===== src/rtl/bcd_countdown_pkg.sv =====
// Shared types and helpers for the BCD countdown timer.
// The FSM state encodings are visible on bState, so their values must not change.
package bcd_countdown_pkg;

  typedef enum logic [1:0] {
    ST_IDLE   = 2'b00,
    ST_RUN    = 2'b01,
    ST_PAUSED = 2'b10,
    ST_DONE   = 2'b11
  } state_t;

  localparam logic [3:0] BCD_MAX = 4'd9;

  // Illegal BCD nibbles (A..F) saturate to 9.
  function automatic logic [3:0] bcd_clamp(input logic [3:0] d);
    return (d > BCD_MAX) ? BCD_MAX : d;
  endfunction

endpackage


===== src/rtl/bcd_countdown_timer_digit.sv =====
// One BCD digit of the down-counter: it loads a clamped value or takes one borrow.
// It produces a borrow-out when it wraps from 0 to 9.
module bcd_digit_down
  import bcd_countdown_pkg::*;
(
  input  logic       BrdClk,
  input  logic       aReset,
  input  logic       i_load,
  input  logic [3:0] i_load_value,
  input  logic       i_borrow_in,
  output logic [3:0] o_digit,
  output logic       o_borrow_out,
  output logic       o_zero
);

  logic [3:0] r_digit;
  logic       w_zero;

  assign w_zero = (r_digit == 4'd0);

  always_ff @(posedge BrdClk) begin
    if (aReset) begin
      r_digit <= 4'd0;
    end else if (i_load) begin
      r_digit <= bcd_clamp(i_load_value);
    end else if (i_borrow_in) begin
      r_digit <= w_zero ? BCD_MAX : (r_digit - 4'd1);
    end
  end

  assign o_digit      = r_digit;
  assign o_zero       = w_zero;
  assign o_borrow_out = i_borrow_in & w_zero;

endmodule


===== src/rtl/bcd_countdown_timer.sv =====
// Presettable multi-digit BCD countdown timer with synchronized tick/start/stop inputs.
// The timer emits a one-cycle expiry pulse and can optionally reload itself on expiry.
module bcd_countdown_timer
  import bcd_countdown_pkg::*;
#(
  parameter int DIGITS      = 4,
  parameter bit AUTO_RELOAD = 1'b0
)
(
  input  logic                BrdClk,
  input  logic                aReset,
  input  logic                aTick,
  input  logic                aStart,
  input  logic                aStop,
  input  logic                bLoad,
  input  logic [4*DIGITS-1:0] bLoadValue,
  output logic [4*DIGITS-1:0] bCount,
  output logic [1:0]          bState,
  output logic                bRunning,
  output logic                bExpired
);

  localparam int W = 4 * DIGITS;
  localparam int EV_TICK  = 0;
  localparam int EV_START = 1;
  localparam int EV_STOP  = 2;
  localparam logic [W-1:0] COUNT_ONE = W'(1);

  logic [2:0] w_async_in;
  logic [2:0] w_pulse;

  assign w_async_in = {aStop, aStart, aTick};

  // Two-flop synchronizer followed by a previous-value flop, giving a rising-edge pulse.
  for (genvar gi = 0; gi < 3; gi++) begin : g_sync
    logic r_s1, r_s2, r_s3;
    always_ff @(posedge BrdClk) begin
      if (aReset) begin
        r_s1 <= 1'b0;
        r_s2 <= 1'b0;
        r_s3 <= 1'b0;
      end else begin
        r_s1 <= w_async_in[gi];
        r_s2 <= r_s1;
        r_s3 <= r_s2;
      end
    end
    assign w_pulse[gi] = r_s2 & ~r_s3;
  end

  state_t       r_state, w_state_next;
  logic [W-1:0] r_preset;
  logic         r_running, r_expired;
  logic [W-1:0] w_load_clamped;
  logic [W-1:0] w_dig_value;
  logic         w_dig_load, w_dec, w_expired_next, w_preset_load;
  logic [DIGITS-1:0] w_zero;
  logic [DIGITS:0]   w_borrow;
  logic         w_count_zero, w_count_one, w_preset_zero;

  always_comb begin
    w_load_clamped = '0;
    for (int i = 0; i < DIGITS; i++) begin
      w_load_clamped[4*i +: 4] = bcd_clamp(bLoadValue[4*i +: 4]);
    end
  end

  assign w_count_zero  = &w_zero;
  assign w_count_one   = (bCount == COUNT_ONE);
  assign w_preset_zero = (r_preset == '0);

  // Only one event acts per cycle: load, then stop, then start, then tick.
  always_comb begin
    w_state_next   = r_state;
    w_dig_load     = 1'b0;
    w_dig_value    = w_load_clamped;
    w_dec          = 1'b0;
    w_expired_next = 1'b0;
    w_preset_load  = 1'b0;
    if (bLoad) begin
      w_dig_load    = 1'b1;
      w_preset_load = 1'b1;
      w_state_next  = ST_IDLE;
    end else if (w_pulse[EV_STOP]) begin
      case (r_state)
        ST_RUN:              w_state_next = ST_PAUSED;
        ST_PAUSED, ST_DONE:  w_state_next = ST_IDLE;
        default:             w_state_next = r_state;
      endcase
    end else if (w_pulse[EV_START]) begin
      case (r_state)
        ST_IDLE:   w_state_next = w_count_zero ? ST_DONE : ST_RUN;
        ST_PAUSED: w_state_next = ST_RUN;
        ST_DONE: begin
          if (!w_preset_zero) begin
            w_dig_load   = 1'b1;
            w_dig_value  = r_preset;
            w_state_next = ST_RUN;
          end
        end
        default:   w_state_next = r_state;
      endcase
    end else if (w_pulse[EV_TICK] && (r_state == ST_RUN) && !w_count_zero) begin
      w_expired_next = w_count_one;
      if (w_count_one && AUTO_RELOAD && !w_preset_zero) begin
        w_dig_load  = 1'b1;
        w_dig_value = r_preset;
      end else begin
        w_dec = 1'b1;
        if (w_count_one) w_state_next = ST_DONE;
      end
    end
  end

  always_ff @(posedge BrdClk) begin
    if (aReset) begin
      r_state   <= ST_IDLE;
      r_preset  <= '0;
      r_running <= 1'b0;
      r_expired <= 1'b0;
    end else begin
      r_state   <= w_state_next;
      r_running <= (w_state_next == ST_RUN);
      r_expired <= w_expired_next;
      if (w_preset_load) r_preset <= w_load_clamped;
    end
  end

  assign w_borrow[0] = w_dec;

  for (genvar gd = 0; gd < DIGITS; gd++) begin : g_digit
    bcd_digit_down u_digit (
      .BrdClk       (BrdClk),
      .aReset       (aReset),
      .i_load       (w_dig_load),
      .i_load_value (w_dig_value[4*gd +: 4]),
      .i_borrow_in  (w_borrow[gd]),
      .o_digit      (bCount[4*gd +: 4]),
      .o_borrow_out (w_borrow[gd+1]),
      .o_zero       (w_zero[gd])
    );
  end

  // A borrow out of the top digit would mean the count wrapped below zero.
  a_no_underflow: assert property (@(posedge BrdClk) disable iff (aReset) !w_borrow[DIGITS]);

  assign bState   = r_state;
  assign bRunning = r_running;
  assign bExpired = r_expired;

endmodule


===== config.mk =====
export PLATFORM = sky130hd
export DESIGN_NAME = bcd_countdown_timer
export DESIGN_NICKNAME = d
export VERILOG_FILES = /design/src/rtl/bcd_countdown_pkg.sv /design/src/rtl/bcd_countdown_timer_digit.sv /design/src/rtl/bcd_countdown_timer.sv
export SDC_FILE = /design/constraint.sdc
export NUM_CORES = 1
export LEC_CHECK = 0
export BUFFER_PORTS_ARGS = -buffer_cell sky130_fd_sc_hd__buf_2
export CAP_MARGIN = 20
export CORE_MARGIN = 5
export CORE_UTILIZATION = 55
export DETAILED_ROUTE_END_ITERATION = 6
export PLACE_DENSITY = 0.82
export SYNTH_ARGS = -nofsm -noshare
export SYNTH_HDL_FRONTEND = slang
export SYNTH_SLANG_ARGS = --single-unit

===== constraint.sdc =====
create_clock -name BrdClk -period 2.8 [get_ports BrdClk]
set_input_delay 0.42 -clock BrdClk [delete_from_list [all_inputs] [get_ports BrdClk]]
set_output_delay 0.42 -clock BrdClk [all_outputs]
set_load 0.02 [all_outputs]

==> out/summary.txt, run 1 <==
CTS clk-pin slew, worst paths: 0.09 ns
Slowest CP cell: or4_4
Detail Placement HPWL: 4380 µm
TritonCTS clock tree: yes
Element type at the critical path end: flip-flop
Die area: 5500 µm²
Seq cells post-synth: 45
Post-DRT Antenna Nets: 0
Yosys Warn Count: 0
First drt pass iteration count: 5
Post-Syn Area: 2260 µm²
Crit path required time: 3.04 ns
Crit share post-route: 80.2%
Port Buf Inserts: 41
I/O Pins: 42
Placed cells: 363
Worst min path class: input port to flip-flop
Layout cells sized above 1: 19.0%
CTS Sinks: 45
Distinct cells, synth: 48
Synth-to-layout area growth: 16.1%
Die height: 74.2 µm
Crit path cell chain: or3_1 -> or4_4 -> or3_1 -> a311o_1 -> a21oi_1
Commonest cells after routing, fill and taps aside: dfxtp_1 (45), buf_2 (41), nand2_1 (33)
Seq/Total Area, Yosys: 39.8%
Core area: 4000 µm²
Slew Limit Fails: 0
Peak supply drop: 0.363 mV
WP data arrival: 2.49 ns
FP Rows: 23
Final nets: 342
Synth area leader: dfxtp_1
Post-synth ARST share: 0%
TritonCTS buffer count: 5
DR vias: 2334
Hold Slack: 0.325 ns
1st-iter DRT viols: 344
Power per cell area: 513 nW/µm²
Top_reg_cell synth: dfxtp_1
Lkg Pwr: 0.000989 µW
Yosys top cell area share: 39.8%
Synth Instances: 277
Setup repair after global routing missed its margin: false
Vias in the first global route: 1998
CP dominant cell by count: or3_1
Syn Nets: 299
Startpoint Class: flip-flop
Non-filler cells in the finished layout: 371
Min Tclk post-route: 2.25 ns
Global route overflow: 0
Number of max-cap violations: 0
Hold Vio Cnt, Final: 0
Clk_lat worst skew: 0.31 ns
Endpoints failing setup: 0
CTS Hold Buffers Added: 0
Worst-margin pin slew: 0.501 ns
Setup_tns: 0 ns
Max transition margin: 66.3%
Main area contributors after synthesis: dfxtp_1 (40%), nand2_1 (5.5%), o21ai_0 (4.4%)
Max Clk Rate: 445 MHz
Mean post-synth cell area: 8.17 µm²
Largest net degree at the start of global routing: 36
Drt total wl: 6070 µm
Diodes inserted: 0
Commonest non-fill, non-tap cell in the layout: dfxtp_1
Post-CTS Setup Bufs: 0
Status: finished clean
Clock Skew: 0.00979 ns
Max clock buf depth: 2
Fillers: 346
CP Class: flip-flop to flip-flop
All-Layer GR Usage: 23.3%
Placer Congestion: 0.896
Final core occ: 65.7%
Starting Density: 56.6%
Routed length per placed instance: 16.4 µm
First-pass GRT wire length: 9790 µm
H-tree Lvls: 2
Crit-path max FO: 9
Die span in x: 74.2 µm
CTS Root Cell: clkbuf_8
DR DRC count: 0
Via/cell ratio: 6.29
Post_cts resized: 0
EDFF count, synth: 0
Slowest stage delay, CP: 0.45 ns
Antenna violations before repair: 0
## cells by family after synthesis
| family | share of synthesized area (%) |
|---|---|
| buffers and inverters | 3.04 |
| multiplexers | 0.497 |
| XOR/XNOR | 1.16 |
| AND/OR/NAND/NOR | 29.3 |
| AO/OA/AOI/OAI | 26.2 |
| flip-flops | 39.8 |
## report_power, final
group	switching [µW]	internal, µW	total (µW)
logic	135	96.8	231
clock network	228	176	404
registers	39.9	673	713
total	403	946	1350
## stage by stage
| step | setup WS, ns | area [µm²] | power (µW) |
|---|---|---|---|
| 2_1_floorplan | 0.601 | 2260 | 870 |
| 3_3_place_gp | 0.604 | 2540 | 950 |
| 3_5_place_dp | 0.564 | 2540 | 954 |
| 4_1_cts | 0.569 | 2630 | 1350 |
| 5_1_grt | 0.456 | 2630 | 1410 |
| 6_report | 0.554 | 2630 | 1350 |
## synth_stat cells (all sizes together) (5+ instances only)
| cell type | n |
|---|---|
| o221a | 5 |
| dfxtp | 45 |
| nand2 | 33 |
| nor3 | 13 |
| a311oi | 5 |
| clkbuf | 12 |
| a31oi | 6 |
| o21ai | 25 |
| nand3b | 9 |
| a21oi | 18 |
| nor4 | 11 |
| nand2b | 6 |
| nor2b | 13 |
| nor2 | 15 |
## state kept, by name (all words and copies together) (netlist names)
register and flops:
g_sync.r_s2 3, bRunning 1, r_preset 16, g_digit.u_digit.o_digit 16
bExpired 1, bState 2, g_sync.r_s3 3, g_sync.r_s1 3
## worst max-delay path: cells and delay by family, from the launching register on
kind	cells	cell delay, ns
AO/OA/AOI/OAI	2	0.48
AND/OR/NAND/NOR	3	1.32
flip-flops	1	0.38
## area by class of cell
cell class              instances  area, µm²  share of cell area [%]
clock buffers                   6       72.6                    2.76
well taps                      50       62.6                    2.38
inverters                       5       18.8                   0.714
repair buffers                 49        265                    10.1
multi-input cells             214       1290                    49.2
flip-flops and latches         45        901                    34.3
clock inverters                 2       15.0                   0.571
## routing by layer
layer | global-route usage (%) | vias up | share of wire [%]
met2 | 34.2 | 101 | 45
met5 | 0 | - | 0
li1 | - | 1130 | -
met1 | 34.2 | 1097 | 47
met3 | 4.19 | 6 | 6.8
met4 | 8.25 | 0 | 1.4
## worst paths after layout
path,start,to,slack (ns),depth (start not counted)
setup / recovery,g_digit[0].u_digit.o_digit[0],g_digit[0].u_digit.o_digit[3],0.55,5
hold / removal,aStop,g_sync[2].r_s1,0.32,2
setup reg to reg,g_digit[0].u_digit.o_digit[0],g_digit[0].u_digit.o_digit[3],0.55,5
hold reg to reg,g_sync[0].r_s1,g_sync[0].r_s2,0.45,1
(Power assumes the default switching activity.)
==> inputs of run 2 (changes only) <==
clock period = 2.1 ns   (was 2.8 ns; I/O delays follow)
==> out/summary.txt, run 2 (synthesis gave the netlist of run 1 again) <==
FP Rows: 23
DR vias: 2498
Max transition margin: 71.6%
Largest net degree at the start of global routing: 36
Number of max-cap violations: 0
HP Start: aTick
Placed cells: 386
Post-DRT Antenna Nets: 0
Critical Path Start: g_digit[0].u_digit.o_digit[0]
Die area: 5500 µm²
Clock Skew: 0.00933 ns
Power per cell area: 641 nW/µm²
Starting Density: 56.6%
CP Class: flip-flop to flip-flop
Setup_tns: 0 ns
Drt total wl: 6530 µm
1st-iter DRT viols: 283
Antenna violations before repair: 0
H-tree Lvls: 2
Dpl cell area: 2730 µm²
Placer Congestion: 0.897
Worst-margin pin slew: 0.423 ns
Crit path required time: 2.31 ns
TritonCTS clock tree: yes
All-Layer GR Usage: 25.3%
Fillers: 305
Setup repair after global routing missed its margin: true
Slew Limit Fails: 0
Hold Vio Cnt, Final: 0
Core area: 4000 µm²
Diodes inserted: 0
Lkg Pwr: 0.00113 µW
Non-filler cells in the finished layout: 396
Die span in x: 74.2 µm
Port Buf Inserts: 41
Detail Placement HPWL: 4760 µm
Worst R2R Start: g_digit[0].u_digit.o_digit[0]
Final core occ: 72.2%
Peak supply drop: 0.368 mV
Die height: 74.2 µm
CTS clk-pin slew, worst paths: 0.09 ns
Layout cells sized above 1: 28.0%
CTS Root Cell: clkbuf_8
Crit-path max FO: 3
CTS Sinks: 45
Commonest non-fill, non-tap cell in the layout: dfxtp_1
Final nets: 367
Vias in the first global route: 2236
Cell area after layout: 2890 µm²
Crit path cell chain: or3_4 -> or4_4 -> buf_4 -> nor4_4 -> xnor2_1 -> a221oi_1
Worst min path class: input port to flip-flop
Routed length per placed instance: 16.5 µm
Global route overflow: 0
DR DRC count: 0
WP data arrival: 2.29 ns
Min Tclk post-route: 2.09 ns
TritonCTS buffer count: 5
First drt pass iteration count: 5
Endpoints failing setup: 0
Commonest cells after routing, fill and taps aside: dfxtp_1 (43), buf_2 (41), nand2_1 (33)
Synth-to-layout area growth: 27.6%
Via/cell ratio: 6.31
Slowest CP cell: or4_4
First-pass GRT wire length: 10700 µm
I/O Pins: 42
Delay-heaviest family, CP: simple AND/OR/NAND/NOR gates
Slowest stage delay, CP: 0.42 ns
CP bufs+invs: 1
Element type at the critical path end: flip-flop
Clk_lat worst skew: 0.31 ns
Status: finished clean
Startpoint Class: flip-flop
Max Clk Rate: 479 MHz
Max clock buf depth: 2
Crit share post-route: 99.3%
Hold Slack: 0.216 ns
[run 2: routing by layer]
layer	GRT usage (%)	up-vias	part of all wire, %
met3	6.49	19	10
met1	36.1	1117	42
met2	37.3	176	45
met4	8.25	0	2.3
li1	-	1186	-
met5	0	-	0
[run 2: repair_timing]
action	4_1_cts	5_1_grt
resized for setup	3	8
pin swaps	0	3
endpoints found under the setup margin	6	16
buffers inserted	0	2
hold buffers	0	0
[run 2: worst paths after layout]
| kind | to | slack, ns | cells after the start |
|---|---|---|---|
| hold / removal | g_sync[0].r_s1 | 0.22 | 2 |
| setup reg to reg | g_digit[3].u_digit.o_digit[0] | 0.01 | 6 |
| setup / recovery | g_digit[3].u_digit.o_digit[0] | 0.01 | 6 |
| hold reg to reg | g_sync[2].r_s2 | 0.44 | 1 |
[run 2: per-stage QoR]
stage / total power (µW) / setup slack, ns
floorplan: 1160 / -0.0313
global placement: 1300 / 0.00362
detailed placement: 1310 / -0.0195
CTS: 1830 / 0.0367
global route: 1930 / -0.0537
finish: 1850 / 0.0138
[run 2: power breakdown]
part	switching, µW	leakage [µW]	internal [µW]
clock	299	0.0000450	231
combinational	219	0.000717	168
sequential	35.1	0.000372	898
[run 2: area by class of cell]
| cell class | instances | area (µm²) | area share (%) |
|---|---|---|---|
| multi-input cells | 214 | 1350 | 46.9 |
| flip-flops and latches | 45 | 906 | 31.4 |
| repair buffers | 74 | 465 | 16.1 |
| clock buffers | 6 | 72.6 | 2.51 |
| well taps | 50 | 62.6 | 2.17 |
| inverters | 5 | 18.8 | 0.650 |
| clock inverters | 2 | 10.0 | 0.346 |
